--- config.mk ---
export PLATFORM = sky130hd
export DESIGN_NAME = input_event_unit
export DESIGN_NICKNAME = d
export VERILOG_FILES = /design/src/rtl/input_event_unit.sv
export SDC_FILE = /design/constraint.sdc
export NUM_CORES = 1
export LEC_CHECK = 0
export CAP_MARGIN = 5
export CORE_MARGIN = 4
export CORE_UTILIZATION = 25
export CTS_CLUSTER_SIZE = 20
export DETAILED_ROUTE_END_ITERATION = 8
export PLACE_DENSITY_LB_ADDON = 0.15
export SYNTH_ARGS = -nofsm -noshare
export SYNTH_HDL_FRONTEND = slang
export SYNTH_SLANG_ARGS = --single-unit
--- constraint.sdc ---
create_clock -name clk -period 3.69 [get_ports clk]
set_input_delay 0.9225 -clock clk [delete_from_list [all_inputs] [get_ports clk]]
set_output_delay 0.9225 -clock clk [all_outputs]
set_load 0.01 [all_outputs]
--- src/rtl/input_event_unit.sv ---
// input_event_unit: two-flop sync and tick-based debounce of N_CH inputs; each accepted edge is queued as a {ch, level, ts} event.
// Latency: raw->synced 2 clk, flip at edge T -> FIFO write at T+1 -> ev_valid after T+2. INPUT_EVENT_RELEASE_EN also queues falling edges.
// Backpressure: a full FIFO holds pending bits (no loss); a re-flip of a still-pending channel keeps the newest level and sets overflow.

// event_fifo: generic first-word-fall-through FIFO with the head held in an output register.
// Latency: a write into an empty FIFO at edge E shows out_vld after E+1; count includes the head register.
// Backpressure: in_rdy drops when full unless the head is popped in the same cycle.
module event_fifo #(
  parameter int W     = 8,
  parameter int DEPTH = 16
) (
  input  logic                   clk,
  input  logic                   rst,
  input  logic                   in_vld,
  output logic                   in_rdy,
  input  logic [W-1:0]           in_dat,
  output logic                   out_vld,
  input  logic                   out_rdy,
  output logic [W-1:0]           out_dat,
  output logic [$clog2(DEPTH):0] count
);
  localparam int AW = $clog2(DEPTH);
  localparam int CW = AW + 1;

  logic [W-1:0]  mem [DEPTH];
  logic [AW-1:0] wr_ptr;
  logic [AW-1:0] rd_ptr;
  logic [CW-1:0] mem_cnt;
  logic          push;
  logic          pop;
  logic          load;

  assign pop    = out_vld && out_rdy;
  assign count  = mem_cnt + CW'(out_vld);
  assign in_rdy = (count < CW'(DEPTH)) || pop;
  assign push   = in_vld && in_rdy;
  // Refill the head whenever it is empty or being consumed this cycle.
  assign load   = (mem_cnt != '0) && (!out_vld || pop);

  always_ff @(posedge clk) begin
    if (push) mem[wr_ptr] <= in_dat;
  end

  always_ff @(posedge clk) begin
    if (rst) begin
      wr_ptr  <= '0;
      rd_ptr  <= '0;
      mem_cnt <= '0;
      out_vld <= 1'b0;
      out_dat <= '0;
    end else begin
      if (push) wr_ptr <= wr_ptr + 1'b1;
      if (load) begin
        rd_ptr  <= rd_ptr + 1'b1;
        out_dat <= mem[rd_ptr];
      end
      out_vld <= load || (out_vld && !pop);
      case ({push, load})
        2'b10:   mem_cnt <= mem_cnt + 1'b1;
        2'b01:   mem_cnt <= mem_cnt - 1'b1;
        default: ;
      endcase
    end
  end
endmodule

module input_event_unit #(
  parameter int N_CH         = 18,
  parameter int DEBOUNCE_DIV = 50000,
  parameter int STABLE_TICKS = 8,
  parameter int TS_W         = 14,
  parameter int FIFO_DEPTH   = 16,
  parameter int CH_W         = $clog2(N_CH)
) (
  input  logic                        clk,
  input  logic                        rst,
  input  logic [N_CH-1:0]             raw_in,
  input  logic                        sample_tick,
  output logic [N_CH-1:0]             state_out,
  output logic [TS_W-1:0]             ts_out,
  output logic                        ev_valid,
  input  logic                        ev_ready,
  output logic [CH_W-1:0]             ev_channel,
  output logic                        ev_level,
  output logic [TS_W-1:0]             ev_ts,
  output logic [$clog2(FIFO_DEPTH):0] ev_count,
  output logic                        overflow,
  input  logic                        overflow_clr
);
  localparam int DIV_W = $clog2(DEBOUNCE_DIV);
  localparam int DB_W  = $clog2(STABLE_TICKS) + 1;
`ifdef INPUT_EVENT_RELEASE_EN
  localparam int EV_W  = CH_W + 1 + TS_W;
`else
  localparam int EV_W  = CH_W + TS_W;
`endif

  logic [N_CH-1:0]  sync1;
  logic [N_CH-1:0]  synced;
  logic [DIV_W-1:0] div_cnt;
  logic             tick;
  logic [DB_W-1:0]  db_cnt [N_CH];
  logic [N_CH-1:0]  flip;
  logic [N_CH-1:0]  flip_evt;
  logic [N_CH-1:0]  pending;
  logic [N_CH-1:0]  grant_oh;
  logic [CH_W-1:0]  grant_ch;
  logic             grant_any;
  logic             push_rdy;
  logic             ovf_set;
  logic [EV_W-1:0]  push_dat;
  logic [EV_W-1:0]  head_dat;

  assign tick = (div_cnt == DIV_W'(DEBOUNCE_DIV - 1));

  always_comb begin
    flip = '0;
    for (int i = 0; i < N_CH; i++)
      flip[i] = tick && (synced[i] != state_out[i]) && (db_cnt[i] == DB_W'(STABLE_TICKS - 1));
  end

`ifdef INPUT_EVENT_RELEASE_EN
  logic [N_CH-1:0] pend_level;

  assign flip_evt = flip;
  assign push_dat = {grant_ch, pend_level[grant_ch], ts_out};
  assign {ev_channel, ev_level, ev_ts} = head_dat;

  // A flip of a still-pending channel simply overwrites the queued level.
  always_ff @(posedge clk) begin
    if (rst) pend_level <= '0;
    else     pend_level <= (pend_level & ~flip_evt) | (synced & flip_evt);
  end
`else
  assign flip_evt = flip & synced;
  assign push_dat = {grant_ch, ts_out};
  assign {ev_channel, ev_ts} = head_dat;
  assign ev_level = 1'b1;
`endif

  // Lowest index wins: scan downwards so the last hit is the smallest channel.
  always_comb begin
    grant_any = 1'b0;
    grant_ch  = '0;
    for (int i = N_CH - 1; i >= 0; i--) begin
      if (pending[i]) begin
        grant_any = 1'b1;
        grant_ch  = CH_W'(i);
      end
    end
  end

  always_comb begin
    grant_oh = '0;
    if (grant_any && push_rdy) grant_oh[grant_ch] = 1'b1;
  end

  // A channel granted this cycle has its old event written, so re-flipping it is not a loss.
  assign ovf_set = |(flip_evt & pending & ~grant_oh);

  always_ff @(posedge clk) begin
    if (rst) begin
      sync1     <= '0;
      synced    <= '0;
      div_cnt   <= '0;
      state_out <= '0;
      pending   <= '0;
      ts_out    <= '0;
      overflow  <= 1'b0;
      for (int i = 0; i < N_CH; i++) db_cnt[i] <= '0;
    end else begin
      sync1   <= raw_in;
      synced  <= sync1;
      div_cnt <= tick ? '0 : div_cnt + 1'b1;
      if (tick) begin
        for (int i = 0; i < N_CH; i++)
          db_cnt[i] <= ((synced[i] == state_out[i]) || flip[i]) ? '0 : db_cnt[i] + 1'b1;
      end
      state_out <= state_out ^ flip;
      pending   <= (pending & ~grant_oh) | flip_evt;
      if (sample_tick) ts_out <= ts_out + 1'b1;
      if (ovf_set)           overflow <= 1'b1;
      else if (overflow_clr) overflow <= 1'b0;
    end
  end

  event_fifo #(
    .W     (EV_W),
    .DEPTH (FIFO_DEPTH)
  ) u_fifo (
    .clk     (clk),
    .rst     (rst),
    .in_vld  (grant_any),
    .in_rdy  (push_rdy),
    .in_dat  (push_dat),
    .out_vld (ev_valid),
    .out_rdy (ev_ready),
    .out_dat (head_dat),
    .count   (ev_count)
  );
endmodule

==> impl_metrics.toml, run 1 <==
[clock_tree]
path_clk_slew_ns = 0.06
holdBufCountCts = 0
cts.sinks = 512
cts_max_path_buffers = 3
tritoncts = "done"
clock_latency_ns = 0.62
cts_root_buffer = "clkbuf_16"
cts_buffers = 61
htreeDepth = 2
ctsResizeCount = 0
post-cts-setup-buffers = 0

[final_layout]
fin_cells = 2659
layout-drive-gt1-share_pct = 19.1
area_delta_synth_final_pct = 22.8
antennaDiodeCount = 0
nets = 1593
fin_util_pct = 31.0

[floorplan]
initial_utilization_pct = 25.2
dieArea_mm2 = 0.0874
io_pins = 82
core_area_mm2 = 0.0820
rows = 105
die_y_um = 296
die_x_um = 296

[yosys]
synth_edf_count = 376
ys_types = 67
synth_top_area_cell = "edfxtp_1"
synth_common_cells = "edfxtp_1 (376), nor2_1 (174), dfxtp_1 (136), mux4_2 (95), nand2_1 (82)"
yosysSeqAreaShare_pct = 67.8
ys_dominant_reg_cell = "edfxtp_1"
syn_area_per_cell_um2 = 14.9
synth-simple-area-share_pct = 10.2
syn_nets = 1441
synthAdderAreaFrac_pct = 1.97
synth_most_common_cell = "edfxtp_1"
synth_area_mm2 = 0.0207
synth_mux_area_share_pct = 10.8
synth-seq-cells = 512
synth_compound_area_share_pct = 3.69
synth_xor_area_share_pct = 3.86
synth_top_family_by_area = "multiplexers"
synth.top_cell.area_share_pct = 54.6
synth_cells = 1386
async_reset_ff_share_pct = 0
yosysWarnings = 0
synth_area_leaders = "edfxtp_1 (55%), dfxtp_1 (13%), mux4_2 (10%)"

[pwr]
power_leakage_nw = 8.48
vdd_drop_max_uv = 355
pwr_density_cell_mw_per_mm2 = 599
power_w = 0.0152

[timing]
finalHoldViolCount = 0
rsz0062_at_grt = "false"
drv_slew = 0
period_needed_ns = 3.44
tightest_slew_ns = 1.22
skew_ns = 0.0322
clock.fmax_mhz = 291
period_share_pct = 93.2
maxSlewHeadroom_pct = 18.7
fin_tns_setup_ns = 0
setup_viol = 0

[global_route]
overflow = 0
grt_max_degree = 57
antenna_found_initial = 0
grt.total_usage_pct = 11.8
grt_pass1_wl_um = 77900
first_global_vias = 12300

[route]
m1WireLength_um = 23300
dr_wl_met2_um = 24500
ant_nets = 0
drt_iter0_drc = 624
met3WireLength_um = 2030
drc_errors = 0
viasPerCell = 4.39
top_layer_used = "met4"
vias = 11700
routedWlPerCell_um = 19.1
dr.pass1.iters = 7
finalWirelength_um = 50800

[setup_path]
end_kind = "primary output"
crit_arrival_ns = 2.51
cp-start-kind = "flip-flop"
worstSetupPathType = "flip-flop to primary output"
crit_required_ns = 2.77
crit_fanout = 6

[placement]
place_congestion = 0.781
dp_cells = 2545
dp_hpwl_um = 31700
port_buffers = 80

[min_path]
hold_class = "flip-flop to flip-flop"

[status]
outcome = "finished, final reports clean"

[flow_run]
maxCapViolations = 0
==> per-stage QoR <==
stage / area, µm² / setup slack (ns) / hold WS, ns
6_report: 25400 / 0.253 / 0.437
5_1_grt: 25400 / 0.0728 / 0.451
4_1_cts: 25400 / 0.167 / 0.437
3_5_place_dp: 23300 / 0.0158 / 0.423
3_3_place_gp: 23300 / 0.0463 / 0.419
2_1_floorplan: 20700 / 0.426 / 0.414
==> worst max-delay path, cell delays in order (launching register included) <==
cell and delay [ns]:
dfxtp_1 0.44, ha_1 0.21, ha_1 0.19, and3_4 0.21, xor2_1 0.26, clkdlybuf4s50_1 0.61
==> final cells by class <==
class,count,area [µm²]
clock inverters,42,449
inverters,38,143
repair buffers,140,1370
fillers,8200,56600
multi-input cells,785,6400
well taps,1070,1340
flip-flops and latches,512,14000
clock buffers,72,1650
==> power breakdown <==
part           internal (W)  total [W]  switching (W)  leakage, nW
registers           0.00631    0.00661       0.000292         4.60
logic               0.00125    0.00238        0.00113         2.84
clock network       0.00375    0.00622        0.00246         1.04
total                0.0113     0.0152        0.00389         8.48
==> final timing paths <==
check | start | end | slack (ns) | depth (start not counted)
hold / removal | sync1[5] | synced[5] | 0.44 | 1
setup / recovery | u_fifo.out_vld | ev_count[4] | 0.25 | 5
hold reg to reg | sync1[5] | synced[5] | 0.44 | 1
setup reg to reg | u_fifo.out_vld | u_fifo.mem_cnt[4] | 0.53 | 15
==> registers in the layout, summed over array words and instances (netlist names) <==
signal / cells
synced: 18
state_out: 18
u_fifo.wr_ptr: 4
div_cnt: 16
pending: 18
u_fifo.out_dat: 19
overflow: 1
db_cnt: 72
sync1: 18
u_fifo.mem: 304
u_fifo.rd_ptr: 4
ts_out: 14
u_fifo.mem_cnt: 5
u_fifo.out_vld: 1
==> cell usage in the layout (no fill, tap or decap), types with 6 or more instances in the layout <==
master / count
edfxtp_1: 376
nor2_1: 162
dfxtp_1: 132
mux4_2: 95
nand2_1: 82
clkdlybuf4s50_1: 79
a21oi_1: 66
xor2_1: 62
clkbuf_16: 62
buf_4: 51
nand3_1: 46
nor2b_1: 40
inv_1: 36
ha_1: 31
nand3b_1: 30
xnor2_1: 29
o21ai_0: 26
clkinv_2: 19
nor2_2: 13
buf_12: 10
and3_1: 9
nand4_1: 9
bufinv_16: 8
mux2i_1: 7
clkbuf_8: 6
==> logic make-up after synthesis <==
kind of cell / Yosys count
xor gates and xnor gates: 91
DFF: 512
and+or+nand+nor: 433
other: 1
buffers and inverters: 89
adders and majority gates: 32
AOI/OAI and AO/OA: 125
muxes: 103
==> metal layers <==
| layer | GRT usage, % | vias up |
|---|---|---|
| met1 | 15.8 | 5932 |
| met3 | 2.28 | 80 |
| li1 | - | 5472 |
| met5 | 0 | - |
| met2 | 19.6 | 180 |
| met4 | 3.07 | 0 |
Power figures use the tool's default switching activity.
==> run 2: changes to the inputs <==
--- a/config.mk
+++ b/config.mk
@@ -6,10 +6,11 @@
 export NUM_CORES = 1
 export LEC_CHECK = 0
 export CAP_MARGIN = 5
-export CORE_MARGIN = 4
 export CORE_UTILIZATION = 25
+export CTS_BUF_LIST = sky130_fd_sc_hd__clkbuf_4 sky130_fd_sc_hd__clkbuf_8
 export CTS_CLUSTER_SIZE = 20
 export DETAILED_ROUTE_END_ITERATION = 8
+export HOLD_SLACK_MARGIN = 0.02
 export PLACE_DENSITY_LB_ADDON = 0.15
 export SYNTH_ARGS = -nofsm -noshare
 export SYNTH_HDL_FRONTEND = slang
==> impl_metrics.toml, run 2 (synthesis gave the netlist of run 1 again) <==
[setup_path]
path_buf_inv = 1
worst-r2r-cell-count = 15
cp_cell_sequence = "ha_1 > ha_1 > and3_4 > xor2_1 > clkdlybuf4s50_1"
cp-start-kind = "flip-flop"
crit_required_ns = 2.77
cp_top_family = "buffers and inverters"
crit_arrival_ns = 2.52
slowest_stage = "clkdlybuf4s50_1"
crit_end = "ev_count[4]"
r2r-start = "u_fifo.mem_cnt[0]"
crit_fanout = 5
end_kind = "primary output"
crit_top_cell = "ha_1"
crit_path_max_incr_delay_ns = 0.59
worstSetupPathType = "flip-flop to primary output"
r2r_slack_ns = 0.56
r2r_end = "u_fifo.mem_cnt[4]"
path_depth = 5
setup.worst_path.start = "u_fifo.mem_cnt[0]"

[placement]
port_buffers = 80
place_area_mm2 = 0.0233
place_congestion = 0.770
dp_cells = 2548
dp_hpwl_um = 32400

[final_layout]
fin_cells = 2728
regMostFlops = "u_fifo.mem"
area_delta_synth_final_pct = 22.8
finalInstanceArea_mm2 = 0.0254
mostFrequentLayoutCells = "edfxtp_1 (376), nor2_1 (162), dfxtp_1 (133), clkbuf_8 (109), mux4_2 (95)"
mostFrequentLayoutCell = "edfxtp_1"
largest_reg_flops = 304
n_fill_cell = 8257
reg.largest.list = "u_fifo.mem: 304 flops, db_cnt: 72 flops, u_fifo.out_dat: 19 flops"
nets = 1630
layout-drive-gt1-share_pct = 21.7

[clock_tree]
cts_max_path_buffers = 3
ctsResizeCount = 0
htreeDepth = 3
clock_latency_ns = 0.68
post-cts-setup-buffers = 0
tritoncts = "done"
path_clk_slew_ns = 0.06
holdBufCountCts = 0
cts_root_buffer = "clkbuf_8"
cts_buffers = 95
cts.sinks = 512

[global_route]
grt_max_degree = 72
grt.total_usage_pct = 12.3
overflow = 0
grt_pass1_wl_um = 77300
first_global_vias = 12600
antenna_found_initial = 2

[timing]
skew_ns = 0.0425
period_needed_ns = 3.44
period_share_pct = 93.2
hold_slack_ns = 0.437
drv_slew = 0
rsz0062_at_grt = "false"
maxSlewHeadroom_pct = 45.7
clock.fmax_mhz = 291
tightest_slew_ns = 0.814
finalHoldViolCount = 0
setup_viol = 0
fin_tns_setup_ns = 0

[floorplan]
core_area_mm2 = 0.0820
rows = 105
initial_utilization_pct = 25.2
dieArea_mm2 = 0.0838
die_x_um = 290
die_y_um = 290
io_pins = 82

[route]
finalWirelength_um = 50600
drt_iter0_drc = 561
vias = 11900
ant_nets = 0
drc_errors = 0
viasPerCell = 4.35
dr.pass1.iters = 4
routedWlPerCell_um = 18.6

[pwr]
pwr_density_cell_mw_per_mm2 = 585
power_leakage_nw = 8.57
power_w = 0.0149
vdd_drop_max_uv = 330

[min_path]
hold_class = "flip-flop to flip-flop"

[flow_run]
maxCapViolations = 0

[status]
outcome = "finished, final reports clean"
run 2: cell count changes in the layout (fill, tap and decap cells not counted), sizes merged:
| cell | delta |
|---|---|
| buf | +3 |
| bufinv | -3 |
| clkbuf | +71 |
| clkinv | +4 |
| clkinvlp | -5 |
| diode | +1 |
| inv | -2 |
run 2: report_power, final:
| part | switching [W] | total (W) | internal (W) |
|---|---|---|---|
| Sequential | 0.000303 | 0.00662 | 0.00632 |
| Clock | 0.00243 | 0.00584 | 0.00340 |
| Combinational | 0.00114 | 0.00241 | 0.00126 |
run 2: cell type report:
cell class	count	area, µm²	area share [%]
Timing Repair Buffer	143	1420	5.60
Tap cell	1070	1340	5.27
Sequential cell	512	14000	55.2
Antenna cell	1	2.50	0.00985
Clock buffer	143	1760	6.91
Multi-Input combinational cell	785	6400	25.2
Inverter	38	143	0.562
Clock inverter	36	310	1.22
run 2: worst min-delay path by stage:
stage	start	slack, ns	cells past startpoint	endpoint
floorplan	sync1[0]	0.41	1	synced[0]
global placement	sync1[11]	0.42	1	synced[11]
detailed placement	sync1[6]	0.42	1	synced[6]
CTS	sync1[6]	0.44	1	synced[6]
global route	sync1[6]	0.45	1	synced[6]
finish	sync1[11]	0.44	1	synced[11]
run 2: through the flow:
step	worst slack (ns)	util (%)
after floorplan	0.426	-
after global placement	0.0766	28.5
after detailed placement	0.0645	28.5
after CTS	0.137	31.0
after global routing	0.0547	31.0
final	0.250	31.0
run 2: routing by layer:
layer | up-vias | track usage, % | share of wire, %
li1 | 5574 | - | -
met5 | - | 0 | 0.018
met4 | 2 | 4.46 | 2.6
met3 | 100 | 2.66 | 3.9
met2 | 213 | 20.0 | 47
met1 | 5991 | 16.2 | 47
==> RTL change (flow settings as in run 1) <==
Add a define of `INPUT_EVENT_RELEASE_EN`.
--- a/src/rtl/input_event_unit.sv
+++ b/src/rtl/input_event_unit.sv
@@ -5,6 +5,8 @@
 // event_fifo: generic first-word-fall-through FIFO with the head held in an output register.
 // Latency: a write into an empty FIFO at edge E shows out_vld after E+1; count includes the head register.
 // Backpressure: in_rdy drops when full unless the head is popped in the same cycle.
+`define INPUT_EVENT_RELEASE_EN
+
 module event_fifo #(
   parameter int W     = 8,
   parameter int DEPTH = 16
Formal check against the unedited RTL: not equivalent (Yosys sat finds a counterexample within 4 cycles, from zero or initial values and one cycle with rst high).
==> RTL change against run 1 <==
Sequential power is 5.9% higher. Critical path type unchanged. Synthesized area is 7.9% higher. Wire length is 6.7% higher. Global-route usage is 0.18 points lower. Power is 2.6% higher. Sequential cell count is 35 higher. Clock skew is 0.0076 ns lower. Final area is 6.3% higher. Combinational power is 3% higher. Critical path depth stayed put. Worst setup slack better by 0.17 ns.
==> RTL change: results (changes against run 1) <==
[run_status]
status=finished clean

[placed_design]
post-place-ws_ns=0.02678  ; +0.01100 ns
dpl.hpwl_um=33950  ; +7.0%
io_buffer_count=81  ; +1.3%
dp_cells=2754  ; +8.2%
place_congestion=0.7606  ; -2.6%
placed_area_sq_um=24910  ; +7.0%

[sta]
fin_worst_skew_ns=0.02456  ; -0.007631 ns
hold_viol_final=0  ; unchanged
period_needed_ns=3.269  ; -0.1689 ns
worst_slew_pin_slew_ns=1.038  ; -0.1824 ns
holdWs_ns=0.4361  ; -0.0006490 ns
setup_violations=0  ; unchanged
finalSetupTns_ns=0  ; unchanged

[worst_setup_path]
critPathTopFamily=buffers and inverters
crit_path_top_delay_cell=clkdlybuf4s50_1
ff2ff_setup_slack_ns=0.46  ; -0.07 ns
arrival_ns=2.35  ; -0.16 ns
cp_max_fo=5  ; -1
critPathMaxStageDelay_ns=0.56  ; -0.05 ns

[synthesis]
synth-edff-count=392  ; +4.3%
yosysUniqueCellTypes=68  ; +1.5%
ys_seq_area_share_pct=66.66  ; -1.1 points
synth_ff_type=edfxtp_1
syn_nets=1583  ; +9.9%
synth_common_cells=392 x edfxtp_1, 192 x nor2_1, 155 x dfxtp_1
synthTopCellsByArea=edfxtp_1 53%, dfxtp_1 14%, mux4_2 10%
yosys_warnings=0  ; unchanged
syn_area_per_cell_sq_um=14.60  ; -2.1%
synthArstFlopShare_pct=0  ; unchanged

[finish]
finalInstanceArea_sq_um=26970  ; +6.3%
reg_top3=u_fifo.mem (320), db_cnt (72), u_fifo.out_dat (20)
drive_above_1_share_pct=17.12  ; -1.9 points
nFillCells=8748  ; +6.7%
nets=1713  ; +7.5%

[clock_network]
ctsResizeCount=0  ; unchanged
cts_buffers=66  ; +8.2%
insertion_delay_ns=0.59  ; -0.03 ns
cts_root_buf=clkbuf_16
cts_buffer_depth=3  ; unchanged
clk_pin_slew_worst_paths_ns=0.05
htree_levels=3  ; +1
cts_setup_buffers=0  ; unchanged

[hold_path]
hold_class=flop to flop

[global_routing]
grt_start_max_net_pins=140  ; +150%
antenna_found_initial=1  ; +1
grtUsageTotal_pct=11.57  ; -0.18 points
grt_pass1_wl_um=82840  ; +6.3%

[routing]
wire_per_inst_um=18.86  ; -1.4%
num_vias=12600  ; +8.1%
first_pass_iters=4  ; -3
drt_iter0_markers=629  ; +0.80%
routed_wl_um=54250  ; +6.7%

[power_and_ir_drop]
ir_drop_mv=0.3255  ; -8.2%
power_leakage_uw=0.008845  ; +4.3%

[RTL change: cell count changes after synthesis, moves of 5 or more]
cell / delta
or2_2: +8
buf_4: +15
edfxtp_1: +16
nor2_1: +18
nand3b_1: -11
and3_1: -5
nor2b_1: +11
nor3_1: +5
nand2_1: +11
dfxtp_1: +19
mux2i_1: +28
mux4_2: +5
[RTL change: area by class of cell]
cell class	count	area, sq um	share of cell area, %
diodes	1	2.502	0.009280
clock buffers	98	1864	6.914
clock inverters	23	186.4	0.6914
inverters	37	138.9	0.5150
multi-input cells	871	7039	26.10
flip-flops and latches	547	14880	55.20
well taps	1165	1458	5.406
repair buffers	135	1393	5.164
[RTL change: worst paths after layout]
path,end,from,depth (start not counted)
worst max-delay path,ev_count[4],u_fifo.mem_cnt[0],5
worst max register to register,u_fifo.mem_cnt[4],u_fifo.mem_cnt[0],15
worst min-delay path,synced[8],sync1[8],1
worst min register to register,synced[8],sync1[8],1
[RTL change: logic make-up (layout without fill, tap and decap cells)]
group / count (synthesis) / in the layout / share of synthesized area [%]
AO/OA/AOI/OAI: 126 / 126 / 3.449
XOR/XNOR: 92 / 92 / 3.611
adder cells (fa/ha/maj): 32 / 32 / 1.828
buffers and inverters: 110 / 293 / 2.221
flip-flops: 547 / 547 / 66.66
multiplexers: 138 / 138 / 11.83
other: 0 / 1 / 0
AND/OR/NAND/NOR: 483 / 483 / 10.40
[RTL change: per-layer routing]
metal  up-vias  global-route usage, %  wire length [um]
met4         0                  3.143              1266
li1       5944                      -                 -
met1      6376                  14.86             24140
met5         -                      0                 0
met3        89                  2.404              1963
met2       194                  19.90             26880
[RTL change: where the power goes]
part / switching [uW] / internal [uW] / leakage [uW]
registers: 281 / 6720 / 0.00482
logic: 1190 / 1270 / 0.00303
clock network: 2550 / 3590 / 0.000989
total: 4020 / 11600 / 0.00884
